$ cat config.mk
export PLATFORM = sky130hd
export DESIGN_NAME = cnn_layer_accel_weight_config_writer
export DESIGN_NICKNAME = d
export VERILOG_FILES = /design/src/rtl/cnn_layer_accel_wht_pkg.sv /design/src/rtl/cnn_layer_accel_wht_addr_counter.sv /design/src/rtl/cnn_layer_accel_weight_config_writer.sv
export SDC_FILE = /design/constraint.sdc
export NUM_CORES = 1
export LEC_CHECK = 0
export BUFFER_PORTS_ARGS = -buffer_cell sky130_fd_sc_hd__buf_2
export CAP_MARGIN = 20
export CORE_MARGIN = 2
export CORE_UTILIZATION = 35
export CTS_CLUSTER_DIAMETER = 40
export DETAILED_ROUTE_END_ITERATION = 8
export PLACE_DENSITY = 0.7
export SYNTH_ARGS = -nofsm -noshare
export SYNTH_HDL_FRONTEND = slang
export SYNTH_SLANG_ARGS = --single-unit
$ cat constraint.sdc
create_clock -name clk -period 1.7 [get_ports clk]
set_input_delay 0.17 -clock clk [delete_from_list [all_inputs] [get_ports clk]]
set_output_delay 0.17 -clock clk [all_outputs]
set_load 0.01 [all_outputs]
$ cat src/rtl/cnn_layer_accel_wht_pkg.sv
// Shared types and sizes for the CE weight-table write path.
// Holds the loader state enum and the kernel-count/index widths used by the table.
package cnn_layer_accel_wht_pkg;

    typedef enum logic [1:0] {
        ST_IDLE     = 2'd0,
        ST_WAIT_CFG = 2'd1,
        ST_LOAD     = 2'd2,
        ST_DONE     = 2'd3
    } wht_state_e;

    localparam int KERNEL_3x3_WORDS = 9;
    localparam int WHT_MAX_KERNELS  = 64;
    localparam int WHT_KERN_IDX_W   = $clog2(WHT_MAX_KERNELS);
    localparam int WHT_WORD_CNT_W   = 4;
    localparam int WHT_CHECKSUM_W   = 16;

    // Index width for a table of max_kernels entries; never narrower than 1 bit.
    function automatic int kern_idx_w(input int max_kernels);
        return (max_kernels > 1) ? $clog2(max_kernels) : 1;
    endfunction

endpackage

$ cat src/rtl/cnn_layer_accel_wht_addr_counter.sv
// Nested word/kernel counter mirroring the weight table's internal write counters.
// Ports: clk, rst, clr (sync clear), inc (advance one word), last_kern (final kernel
// index); outputs word_cnt, kern_cnt, word_last, kern_last, final_word.
module cnn_layer_accel_wht_addr_counter
    import cnn_layer_accel_wht_pkg::*;
#(
    parameter int C_KERNEL_WORDS = KERNEL_3x3_WORDS,
    parameter int C_KIDX_W       = WHT_KERN_IDX_W
) (
    input  logic                      clk,
    input  logic                      rst,
    input  logic                      clr,
    input  logic                      inc,
    input  logic [C_KIDX_W-1:0]       last_kern,
    output logic [WHT_WORD_CNT_W-1:0] word_cnt,
    output logic [C_KIDX_W-1:0]       kern_cnt,
    output logic                      word_last,
    output logic                      kern_last,
    output logic                      final_word
);

    localparam logic [WHT_WORD_CNT_W-1:0] WORD_MAX =
        WHT_WORD_CNT_W'(C_KERNEL_WORDS - 1);

    assign word_last  = (word_cnt == WORD_MAX);
    assign kern_last  = (kern_cnt == last_kern);
    assign final_word = word_last && kern_last;

    // The kernel index holds at last_kern so it can never run past
    // the configured kernel range.
    always_ff @(posedge clk) begin
        if (rst || clr) begin
            word_cnt <= '0;
            kern_cnt <= '0;
        end else if (inc) begin
            if (word_last) begin
                word_cnt <= '0;
                if (!kern_last) begin
                    kern_cnt <= kern_cnt + 1'b1;
                end
            end else begin
                word_cnt <= word_cnt + 1'b1;
            end
        end
    end

endmodule

$ cat src/rtl/cnn_layer_accel_weight_config_writer.sv
// Write-side producer for the CE weight table: turns a valid/ready weight stream
// into config_mode / wht_config_wren / wht_config_data in per-kernel order.
// Ports: clk, rst (sync, active-high), job_accept, kernel_config_valid,
// num_kernels, wht_in_valid/wht_in_data/wht_in_ready, config_mode,
// wht_config_wren, wht_config_data, config_done, cfg_error, and
// wht_checksum when CNN_LAYER_ACCEL_WHT_CHECKSUM_EN is defined.
module cnn_layer_accel_weight_config_writer
    import cnn_layer_accel_wht_pkg::*;
#(
    parameter int C_WEIGHT_WIDTH = 16,
    parameter int C_KERNEL_WORDS = KERNEL_3x3_WORDS,
    parameter int C_MAX_KERNELS  = WHT_MAX_KERNELS
) (
    input  logic                      clk,
    input  logic                      rst,
    input  logic                      job_accept,
    input  logic                      kernel_config_valid,
    input  logic [15:0]               num_kernels,
    input  logic                      wht_in_valid,
    input  logic [C_WEIGHT_WIDTH-1:0] wht_in_data,
    output logic                      wht_in_ready,
    output logic                      config_mode,
    output logic                      wht_config_wren,
    output logic [C_WEIGHT_WIDTH-1:0] wht_config_data,
    output logic                      config_done,
`ifdef CNN_LAYER_ACCEL_WHT_CHECKSUM_EN
    output logic [WHT_CHECKSUM_W-1:0] wht_checksum,
`endif
    output logic                      cfg_error
);

    localparam int KW = kern_idx_w(C_MAX_KERNELS);

    localparam logic [15:0] NK_MAX  = 16'(C_MAX_KERNELS - 1);
    localparam logic [KW-1:0] KIDX_MAX = KW'(C_MAX_KERNELS - 1);

    wht_state_e state;

    logic [KW-1:0] last_kern;

    logic                      accept;
    logic                      nk_over;
    logic [WHT_WORD_CNT_W-1:0] word_cnt;
    logic [KW-1:0]             kern_cnt;
    logic                      word_last;
    logic                      kern_last;
    logic                      final_word;

    // A beat that coincides with job_accept belongs to the aborted job
    // and is dropped rather than written.
    assign accept = (state == ST_LOAD) && wht_in_ready
                 && wht_in_valid && !job_accept;

    assign nk_over = (num_kernels > NK_MAX);

    cnn_layer_accel_wht_addr_counter #(
        .C_KERNEL_WORDS (C_KERNEL_WORDS),
        .C_KIDX_W       (KW)
    ) u_addr_counter (
        .clk        (clk),
        .rst        (rst),
        .clr        (job_accept),
        .inc        (accept),
        .last_kern  (last_kern),
        .word_cnt   (word_cnt),
        .kern_cnt   (kern_cnt),
        .word_last  (word_last),
        .kern_last  (kern_last),
        .final_word (final_word)
    );

    // Position indices are kept for assertion hookup only.
    logic unused_cnt;
    assign unused_cnt = ^{word_cnt, kern_cnt, word_last, kern_last};

    always_ff @(posedge clk) begin
        if (rst) begin
            state           <= ST_IDLE;
            last_kern       <= '0;
            cfg_error       <= 1'b0;
            config_mode     <= 1'b0;
            wht_in_ready    <= 1'b0;
            wht_config_wren <= 1'b0;
            wht_config_data <= '0;
            config_done     <= 1'b0;
        end else begin
            wht_config_wren <= 1'b0;
            config_done     <= 1'b0;
            if (job_accept) begin
                state        <= ST_WAIT_CFG;
                last_kern    <= '0;
                cfg_error    <= 1'b0;
                config_mode  <= 1'b0;
                wht_in_ready <= 1'b0;
            end else begin
                unique case (state)
                    ST_IDLE: begin
                        state <= ST_IDLE;
                    end
                    ST_WAIT_CFG: begin
                        if (kernel_config_valid) begin
                            last_kern    <= nk_over ? KIDX_MAX
                                                    : num_kernels[KW-1:0];
                            cfg_error    <= nk_over;
                            config_mode  <= 1'b1;
                            wht_in_ready <= 1'b1;
                            state        <= ST_LOAD;
                        end
                    end
                    ST_LOAD: begin
                        if (accept) begin
                            wht_config_wren <= 1'b1;
                            wht_config_data <= wht_in_data;
                            if (final_word) begin
                                wht_in_ready <= 1'b0;
                                state        <= ST_DONE;
                            end
                        end
                    end
                    ST_DONE: begin
                        // config_mode stays high through the final write so
                        // the table still advances its kernel group on it.
                        config_mode <= 1'b0;
                        config_done <= 1'b1;
                        state       <= ST_IDLE;
                    end
                    default: begin
                        state <= ST_IDLE;
                    end
                endcase
            end
        end
    end

`ifdef CNN_LAYER_ACCEL_WHT_CHECKSUM_EN
    logic [WHT_CHECKSUM_W-1:0] csum;

    always_ff @(posedge clk) begin
        if (rst || job_accept) begin
            csum <= '0;
        end else if (accept) begin
            csum <= csum + WHT_CHECKSUM_W'(wht_in_data);
        end
    end

    assign wht_checksum = csum;
`endif

endmodule

# Yosys cells after proc, flatten, opt, wreduce, memory -nomap -nowiden
# Index checks and enable logic that the tools add are counted.
[word_totals]
register_bits = 39
latchBits = 0
mem_bits_rw = 0
mem_bits_ro = 0
output_inout_bits = 21
wordCells = 61
n_memories = 0
[classes]
add_sub_neg = 2
n_mul = 0
div_mod_pow = 0
n_lt_le_gt_ge = 1
eq_ne = 11
shift = 0
n_mux = 14
bitwise_logic = 3
reduce_logical = 19
[op_table]
columns = ["operator", "n"]
rows = [
  ["16-bit by 6-bit > comparator with 1-bit output, second input constant", 1],
  ["3-bit AND reduction", 4],
  ["3-bit inequality test, second input constant", 3],
  ["6-bit by 1-bit adder with 6-bit output, second input constant", 1],
  ["6-bit equality test", 1],
  ["1-bit 2-to-1 mux", 6],
  ["2-bit 2-to-1 mux", 3],
  ["6-bit 2-to-1 mux", 1],
  ["2-bit inequality test, second input constant", 3],
  ["2-bit one-hot mux with 3 select lines", 1],
  ["4-bit by 1-bit adder with 4-bit output, second input constant", 1],
  ["2-bit equality test, second input constant", 2],
  ["4-bit equality test, second input constant", 1],
  ["1-bit logical AND", 4],
  ["4-bit 2-to-1 mux", 1],
  ["1-bit one-hot mux with 2 select lines", 2],
  ["2-bit AND reduction", 2],
  ["4-bit AND reduction", 1],
  ["2-bit nonzero test", 2],
  ["2-bit OR reduction", 2],
  ["1-bit NOT", 3],
  ["3-bit OR reduction", 1],
  ["2-bit by 1-bit equality test with 1-bit output, second input constant", 1],
  ["2-bit zero test", 1],
  ["other kinds (2)", 2],
]

# Logic depth before layout (Yosys ltp)
# Gate-level depths: netlist (run 1).
[logic_depth]
depth_word = 7
ltp_mapped = 7
ltp_nobuf = 7

# Modules after synthesis
# A second synthesis (run 1) with hierarchy kept.
[hier_totals]
hier_cells = 188
area_unflattened_um2 = 1736.7
[modules_own_cells]
columns = ["mod", "instances", "cells_each", "area_per_inst_um2", "seq_area_each_um2"]
rows = [
  ["cnn_layer_accel_weight_config_writer", 1, 120, 1122.3, 580.6],
  ["cnn_layer_accel_wht_addr_counter", 1, 68, 614.3, 200.2],
]

# Least setup slack after synthesis (run 1)
# No wires, ideal clock.
[synth_path]
path_kind = "reg2reg"
start = "reg state[0]"
end = "reg u_addr_counter.kern_cnt[4]"
arrival_time_ps = 1580
required_time_ps = 1629
setup_slack_ps = 50
path_stages_with_launch = 8
synth_period_minus_slack_ps = 1650
path_cell_list = "dfxtp_1 inv_1 ha_1 nand4b_2 nor2_2 o21ai_2 or3_1 a21oi_1"
[synth_between]
elab_chain_cells = 5
[synth_rtl]
columns = ["element", "line", "rtl"]
rows = [
  ["from (decl)", "cnn_layer_accel_weight_config_writer.sv:37", "wht_state_e state;"],
  ["from (signal assigned)", "cnn_layer_accel_weight_config_writer.sv:78", "state <= ST_IDLE;"],
  ["from (signal assigned)", "cnn_layer_accel_weight_config_writer.sv:90", "state <= ST_WAIT_CFG;"],
  ["from (signal assigned)", "cnn_layer_accel_weight_config_writer.sv:98", "state <= ST_IDLE;"],
  ["2-bit equality test", "cnn_layer_accel_weight_config_writer.sv:51", "assign accept = (state == ST_LOAD) && wht_in_ready"],
  ["1-bit logical AND", "cnn_layer_accel_weight_config_writer.sv:51", ""],
  ["1-bit logical AND (2 in a row)", "cnn_layer_accel_weight_config_writer.sv:52", "&& wht_in_valid && !job_accept;"],
  ["3-bit AND reduction (no source line)", "--", ""],
  ["to (signal assigned)", "cnn_layer_accel_wht_addr_counter.sv:39", "kern_cnt <= kern_cnt + 1'b1;"],
  ["to (decl)", "cnn_layer_accel_wht_addr_counter.sv:16", "output logic [C_KIDX_W-1:0] kern_cnt,"],
]
# Every way passes these cells.
# A chain may end at the register's enable or synchronous reset.

# Worst setup path in the final report (run 1)
[layout_path]
start = "reg u_addr_counter.word_cnt[0]"
end = "reg state[1]"
[layout_between]
elab_chain_cells = 4
[layout_rtl]
columns = ["element", "line", "rtl"]
rows = [
  ["from (decl)", "cnn_layer_accel_wht_addr_counter.sv:15", "output logic [WHT_WORD_CNT_W-1:0] word_cnt,"],
  ["from (signal assigned)", "cnn_layer_accel_wht_addr_counter.sv:42", "word_cnt <= word_cnt + 1'b1;"],
  ["4-bit equality test", "cnn_layer_accel_wht_addr_counter.sv:25", "assign word_last = (word_cnt == WORD_MAX);"],
  ["1-bit logical AND", "cnn_layer_accel_wht_addr_counter.sv:27", "assign final_word = word_last && kern_last;"],
  ["2-bit inequality test (no source line)", "--", ""],
  ["3-bit AND reduction (no source line)", "--", ""],
]
# Every way passes these cells.

==> results.py, run 1 <==
metrics = {
    "critical_path": {
        "reg2regPathDepth": 7,
        "worst_ep_required_time_ns": 1.90,
        "slowest_stage": "dfxtp_1",
        "end_kind": "register",
        "max_stage_delay_ns": 0.34,
        "r2r_setup_slack_ns": 0.09,
        "r2r-end": "state[1]$_SDFFE_PP0P_",
        "cp_max_fo": 4,
        "cp.arrival_ns": 1.81,
        "crit_path_cell_trace": "inv_1 > ha_1 > nand3b_1 > buf_4 > o41ai_2 > a21oi_1 > a311oi_1",
        "r2r-start": "u_addr_counter.word_cnt[0]$_SDFFE_PP0P_",
        "start_kind": "register",
        "worstSetupPathType": "register to register",
        "crit_buf_inv": 2,
        "cp_top_family": "compound AO/OA/AOI/OAI gates",
    },
    "synthesis": {
        "synth_largest_area_cell": "dfxtp_1",
        "ys_seq_area_frac": 0.466,
        "synth_most_common_cell": "dfxtp_1",
        "synth_flop_cell": "dfxtp_1",
        "ys_ff_latch": 39,
        "netlist_instances": 187,
        "async_flop_share": 0,
        "synth_top_area_frac": 0.466,
        "netlist_top_cells_count": "dfxtp_1, nand2_1, a21oi_1",
        "ys_warn_count": 0,
        "ys_types": 38,
        "netlist_top_cells_area": "dfxtp_1, nand2_1, a21oi_1, ha_1, o221a_2",
        "synth_edf_count": 0,
        "synthesis.area_um2": 1670,
        "syn_avg_cell_area_um2": 8.95,
        "syn_nets": 231,
    },
    "clock_network": {
        "numClockSinks": 39,
        "cts_tree": "yes",
        "h-tree-depth": 2,
        "clockBufferDepth": 2,
        "root_buffer": "clkbuf_8",
        "clock_latency_ns": 0.29,
        "cts_made_buffers": 5,
        "path_clk_slew_ns": 0.08,
    },
    "timing": {
        "clock.fmax_mhz": 621,
        "slew_headroom": 0.640,
        "rsz0062_at_grt": "false",
        "clock_skew_ns": 0.00866,
        "tns_ns": 0,
        "setup_slack_ns": 0.0885,
        "worstMarginPinSlew_ns": 0.538,
        "fin_crit_ns": 1.61,
        "setup_viol": 0,
        "hold_viol": 0,
        "timing.final.crit_share": 0.948,
        "slew_violations": 0,
    },
    "routing": {
        "via_per_inst": 4.81,
        "wl_per_cell_um": 11.9,
        "num_vias": 1507,
        "dr.first_iter.drc_count": 121,
        "drtAntennaViolNets": 0,
        "wl_mm": 3.73,
        "drc_errors": 0,
        "first_pass_iters": 4,
    },
    "die": {
        "initial_core_util": 0.359,
        "die-area_um2": 5350,
        "die_x_um": 73.2,
        "io_pins": 58,
        "rows": 25,
        "coreArea_um2": 4660,
        "die_h_um": 73.2,
    },
    "hold_path": {
        "whs_path_depth": 3,
        "hold_end": "wht_config_data[7]$_SDFFE_PP0P_",
        "hold_start": "wht_in_data[7]",
        "hold_class": "primary input to register",
    },
    "global_route": {
        "grt_start_max_net_pins": 22,
        "antenna_found_initial": 0,
        "track_usage": 0.153,
        "first_global_vias": 1454,
        "grt_overflow": 0,
        "grt_pass1_wl_mm": 6.32,
    },
    "status": {
        "status": "finished, final reports clean",
    },
    "final_layout": {
        "nNetsFinal": 302,
        "drive_gt1_frac": 0.375,
        "fin_util": 0.483,
        "finish.instance_area_um2": 2250,
        "areaGrowthSynthToFinish_pct": 34.4,
        "antenna_cells": 0,
    },
    "run": {
        "drv_cap": 0,
    },
    "placement": {
        "routabilityCongestion": 0.822,
        "dp_hpwl_mm": 2.75,
        "place_ws_ns": 0.0578,
        "placed_cell_area_um2": 2090,
        "port_buffers": 57,
    },
    "power": {
        "ir_drop_mv": 0.409,
        "leakage_uw": 0.00101,
        "p_per_area_nw_per_um2": 834,
    },
}
==> worst register-to-register path, cell delays in order, from the launching register on <==
cell      delay, ns
dfxtp_1        0.34
inv_1          0.08
ha_1           0.16
nand3b_1       0.16
buf_4          0.19
o41ai_2        0.26
a21oi_1        0.11
a311oi_1       0.24
==> cell families after synthesis <==
family / share of synthesized area
XOR/XNOR: 0.0523
flip-flops: 0.466
multiplexers: 0.0120
AND/OR/NAND/NOR: 0.210
adder cells (fa/ha/maj): 0.0523
buffers and inverters: 0.0321
AO/OA/AOI/OAI: 0.175
==> stage by stage <==
step	instances	total power (uW)	hold slack (ns)
6_report	313	1880	0.109
5_1_grt	313	1960	0.110
3_3_place_gp	303	1080	0.411
4_1_cts	311	1890	0.102
3_5_place_dp	303	1090	0.415
2_1_floorplan	187	1010	0.306
==> sequential cells by signal, summed over array words and instances (netlist names) <==
register                 flops
wht_config_data             16
last_kern                    6
u_addr_counter.kern_cnt      6
u_addr_counter.word_cnt      4
state                        2
cfg_error                    1
config_done                  1
config_mode                  1
wht_config_wren              1
wht_in_ready                 1
==> cell usage in the layout, fill, tap and decap left out, types with 2 or more instances in the layout <==
cell      count
a21oi_1      23
a311oi_1      2
and2_1        2
and4_2        2
buf_2        57
buf_4        15
clkbuf_8      6
dfxtp_1      38
ha_1          6
inv_1         5
mux2i_1       2
nand2_1      38
nand2b_1      2
nand3_1       4
nand4_1       2
nor2_1       12
nor4_1        2
o211ai_1      2
o21ai_0       2
o221a_2       6
or3_1         2
xnor2_1       6
xor2_1        4
==> routing by layer <==
layer / track usage / part of all wire / vias to the layer above
met4: 0.0535 / 0.013 / 0
met5: 0 / 0 / -
met1: 0.188 / 0.45 / 673
li1: - / - / 792
met3: 0.0497 / 0.056 / 6
met2: 0.251 / 0.48 / 36
==> power breakdown <==
group	internal, uW	switching (uW)	total [uW]
Combinational	71.7	67.5	139
Sequential	923	8.67	931
Clock	475	330	805
==> how the worst max path moves through the flow <==
stage                                             from                                      end  depth (start not counted)
3_3_place_gp                     state[0]$_SDFFE_PP0P_                    state[1]$_SDFFE_PP0P_                          6
6_report       u_addr_counter.word_cnt[0]$_SDFFE_PP0P_                    state[1]$_SDFFE_PP0P_                          7
3_5_place_dp                     state[0]$_SDFFE_PP0P_                    state[1]$_SDFFE_PP0P_                          6
2_1_floorplan                    state[0]$_SDFFE_PP0P_  u_addr_counter.kern_cnt[4]$_SDFFE_PP0P_                          7
5_1_grt        u_addr_counter.kern_cnt[3]$_SDFFE_PP0P_                    state[1]$_SDFFE_PP0P_                          5
4_1_cts                          state[0]$_SDFFE_PP0P_                    state[1]$_SDFFE_PP0P_                          6
==> area by class of cell <==
| class | instances | area [um^2] |
|---|---|---|
| repair buffers | 72 | 398 |
| clock inverters | 2 | 35.0 |
| fillers | 436 | 2410 |
| well taps | 54 | 67.6 |
| inverters | 6 | 22.5 |
| clock buffers | 6 | 82.6 |
| flip-flops and latches | 39 | 782 |
| multi-input cells | 134 | 862 |
==> repair_timing <==
action,in CTS,in global routing
setup endpoints to repair,0,4
setup buffers,0,2
gates resized for setup,0,6
hold buffers,0,0
Note: power is estimated with default switching activity, not from simulation.
==> inputs of run 2 (changes only) <==
==> constraint.sdc (replaced) <==
create_clock -name clk -period 1.3 [get_ports clk]
set_input_delay 0.13 -clock clk [delete_from_list [all_inputs] [get_ports clk]]
set_output_delay 0.13 -clock clk [all_outputs]
set_load 0.01 [all_outputs]
==> run 2 against run 1 <==
Net effect: the flow now finishes with violations (negative setup slack); cell count increased by 6.4%; non-clock buffer count increased by 20; critical path depth increased by 1; core utilization increased by 6.5 points; via count increased by 10%; count of clock-buffer cells in the layout unchanged; clock power decreased by 2%.
==> results.py, run 2 (synthesized netlist as in run 1, its figures left out) <==
metrics = {
    "global_route": {
        "grt_pass1_wl_mm": 6.67,
        "grt_overflow": 0,
        "antenna_found_initial": 0,
        "track_usage": 0.161,
        "grt_start_max_net_pins": 21,
        "first_global_vias": 1537,
    },
    "power": {
        "ir_drop_mv": 0.637,
        "p_per_area_nw_per_um2": 882,
        "leakage_uw": 0.00115,
        "finalPower_uw": 2250,
    },
    "critical_path": {
        "cp.arrival_ns": 1.81,
        "worstSetupPathType": "register to register",
        "max_stage_delay_ns": 0.33,
        "start_kind": "register",
        "cp_top_family": "simple AND/OR/NAND/NOR gates",
        "crit_buf_inv": 2,
        "end_kind": "register",
        "r2r-end": "u_addr_counter.kern_cnt[4]$_SDFFE_PP0P_",
        "slowest_stage": "dfxtp_2",
        "r2r_setup_slack_ns": -0.29,
        "crit_start": "u_addr_counter.word_cnt[0]$_SDFFE_PP0P_",
        "cp_max_fo": 3,
        "r2r-start": "u_addr_counter.word_cnt[0]$_SDFFE_PP0P_",
        "worst_ep_required_time_ns": 1.53,
        "crit_path_cell_trace": "inv_2 > ha_4 > nand3b_1 > buf_4 > nor2_4 > o21ai_2 > or3_1 > a21oi_1",
        "reg2regPathDepth": 8,
    },
    "die": {
        "die-area_um2": 5350,
        "coreArea_um2": 4660,
        "die_x_um": 73.2,
        "io_pins": 58,
        "rows": 25,
        "die_h_um": 73.2,
        "initial_core_util": 0.359,
    },
    "clock_network": {
        "numClockSinks": 39,
        "clockBufferDepth": 2,
        "cts_tree": "yes",
        "h-tree-depth": 2,
        "root_buffer": "clkbuf_8",
        "clock_latency_ns": 0.29,
        "cts_made_buffers": 5,
        "path_clk_slew_ns": 0.08,
    },
    "hold_path": {
        "hold_class": "primary input to register",
        "hold_end": "u_addr_counter.word_cnt[1]$_SDFFE_PP0P_",
        "hold_start": "rst",
        "whs_path_depth": 2,
    },
    "timing": {
        "fin_crit_ns": 1.59,
        "rsz0062_at_grt": "true",
        "clock.fmax_mhz": 630,
        "setup_slack_ns": -0.287,
        "timing.final.crit_share": 1.22,
        "slew_violations": 0,
        "hold_viol": 0,
        "worstMarginPinSlew_ns": 0.255,
        "setup_viol": 11,
        "slew_headroom": 0.829,
        "clock_skew_ns": 0.00451,
    },
    "status": {
        "violations": "negative setup slack",
        "status": "finished, violations left",
    },
    "final_layout": {
        "antenna_cells": 0,
        "top_regs": "wht_config_data x16, last_kern x6, u_addr_counter.kern_cnt x6",
        "drive_gt1_frac": 0.491,
        "mostFrequentLayoutCell": "buf_2",
        "regMostFlops": "wht_config_data",
        "regArea_um2": 792,
        "layout_common_cells": "buf_2, nand2_1, dfxtp_1, buf_4, a21oi_1",
        "largest_reg_flops": 16,
        "multi_input_area_um2": 1030,
        "nNetsFinal": 322,
        "nFillCells": 427,
        "areaGrowthSynthToFinish_pct": 52.5,
    },
    "routing": {
        "via_per_inst": 5.00,
        "wl_per_cell_um": 12.7,
        "dr.first_iter.drc_count": 62,
        "drc_errors": 0,
        "drtAntennaViolNets": 0,
        "wl_mm": 4.23,
        "num_vias": 1665,
        "first_pass_iters": 4,
    },
    "placement": {
        "routabilityCongestion": 0.794,
        "dp_hpwl_mm": 2.85,
        "place_ws_ns": -0.262,
        "port_buffers": 57,
    },
    "run": {
        "drv_cap": 0,
    },
}
run 2: cell types whose count changed in the layout (fill, tap and decap cells not counted), moves of 3 or more:
cell,delta
xnor2_2,+4
buf_4,+17
inv_1,-3
o221a_2,-6
buf_6,+3
dfxtp_1,-6
o221a_4,+6
xnor2_1,-4
inv_2,+3
dfxtp_2,+5
run 2: power breakdown:
group	switching, uW	internal (uW)	leakage, uW
Clock	417	375	0.0000412
Sequential	15.5	1210	0.000318
Combinational	112	126	0.000791
Total	545	1710	0.00115
run 2: cell type report:
class                      count  area share
multi-input combinational    134       0.402
sequential                    39       0.310
timing repair buffer          92       0.219
clock buffer                   6      0.0284
tap                           54      0.0265
inverter                       6     0.00882
clock inverter                 2     0.00490
run 2: how the worst max path moves through the flow:
stage                                              endpoint  depth (start not counted)
finish              u_addr_counter.kern_cnt[4]$_SDFFE_PP0P_                          8
floorplan                             state[1]$_SDFFE_PP0P_                          6
global placement                      state[1]$_SDFFE_PP0P_                          5
CTS                                   state[1]$_SDFFE_PP0P_                          6
global route                          state[1]$_SDFFE_PP0P_                          5
detailed placement                    state[1]$_SDFFE_PP0P_                          5
run 2: timing repair:
item / 4_1_cts / 5_1_grt
setup buffers: 8 / 1
hold buffers: 0 / 0
endpoints found under the setup margin: 15 / 35
pin swaps: 12 / 3
gates resized for setup: 8 / 9
run 2: metrics by stage:
step                hold slack (ns)  cell area, um^2  setup TNS, ns  utilization  instances
floorplan                     0.266             1790          -1.09            -        187
global placement              0.344             2290         -0.883        0.492        317
detailed placement            0.349             2290          -1.26        0.492        317
CTS                          0.0351             2480          -1.62        0.532        333
global route                 0.0369             2550          -4.10        0.548        333
finish                       0.0469             2550          -1.98        0.548        333
run 2: per-layer routing:
layer,global-route usage,part of all wire,vias to the layer above
li1,-,-,838
met1,0.201,0.44,764
met2,0.269,0.49,57
met3,0.0470,0.059,6
met4,0.0473,0.0099,0
met5,0,0,-
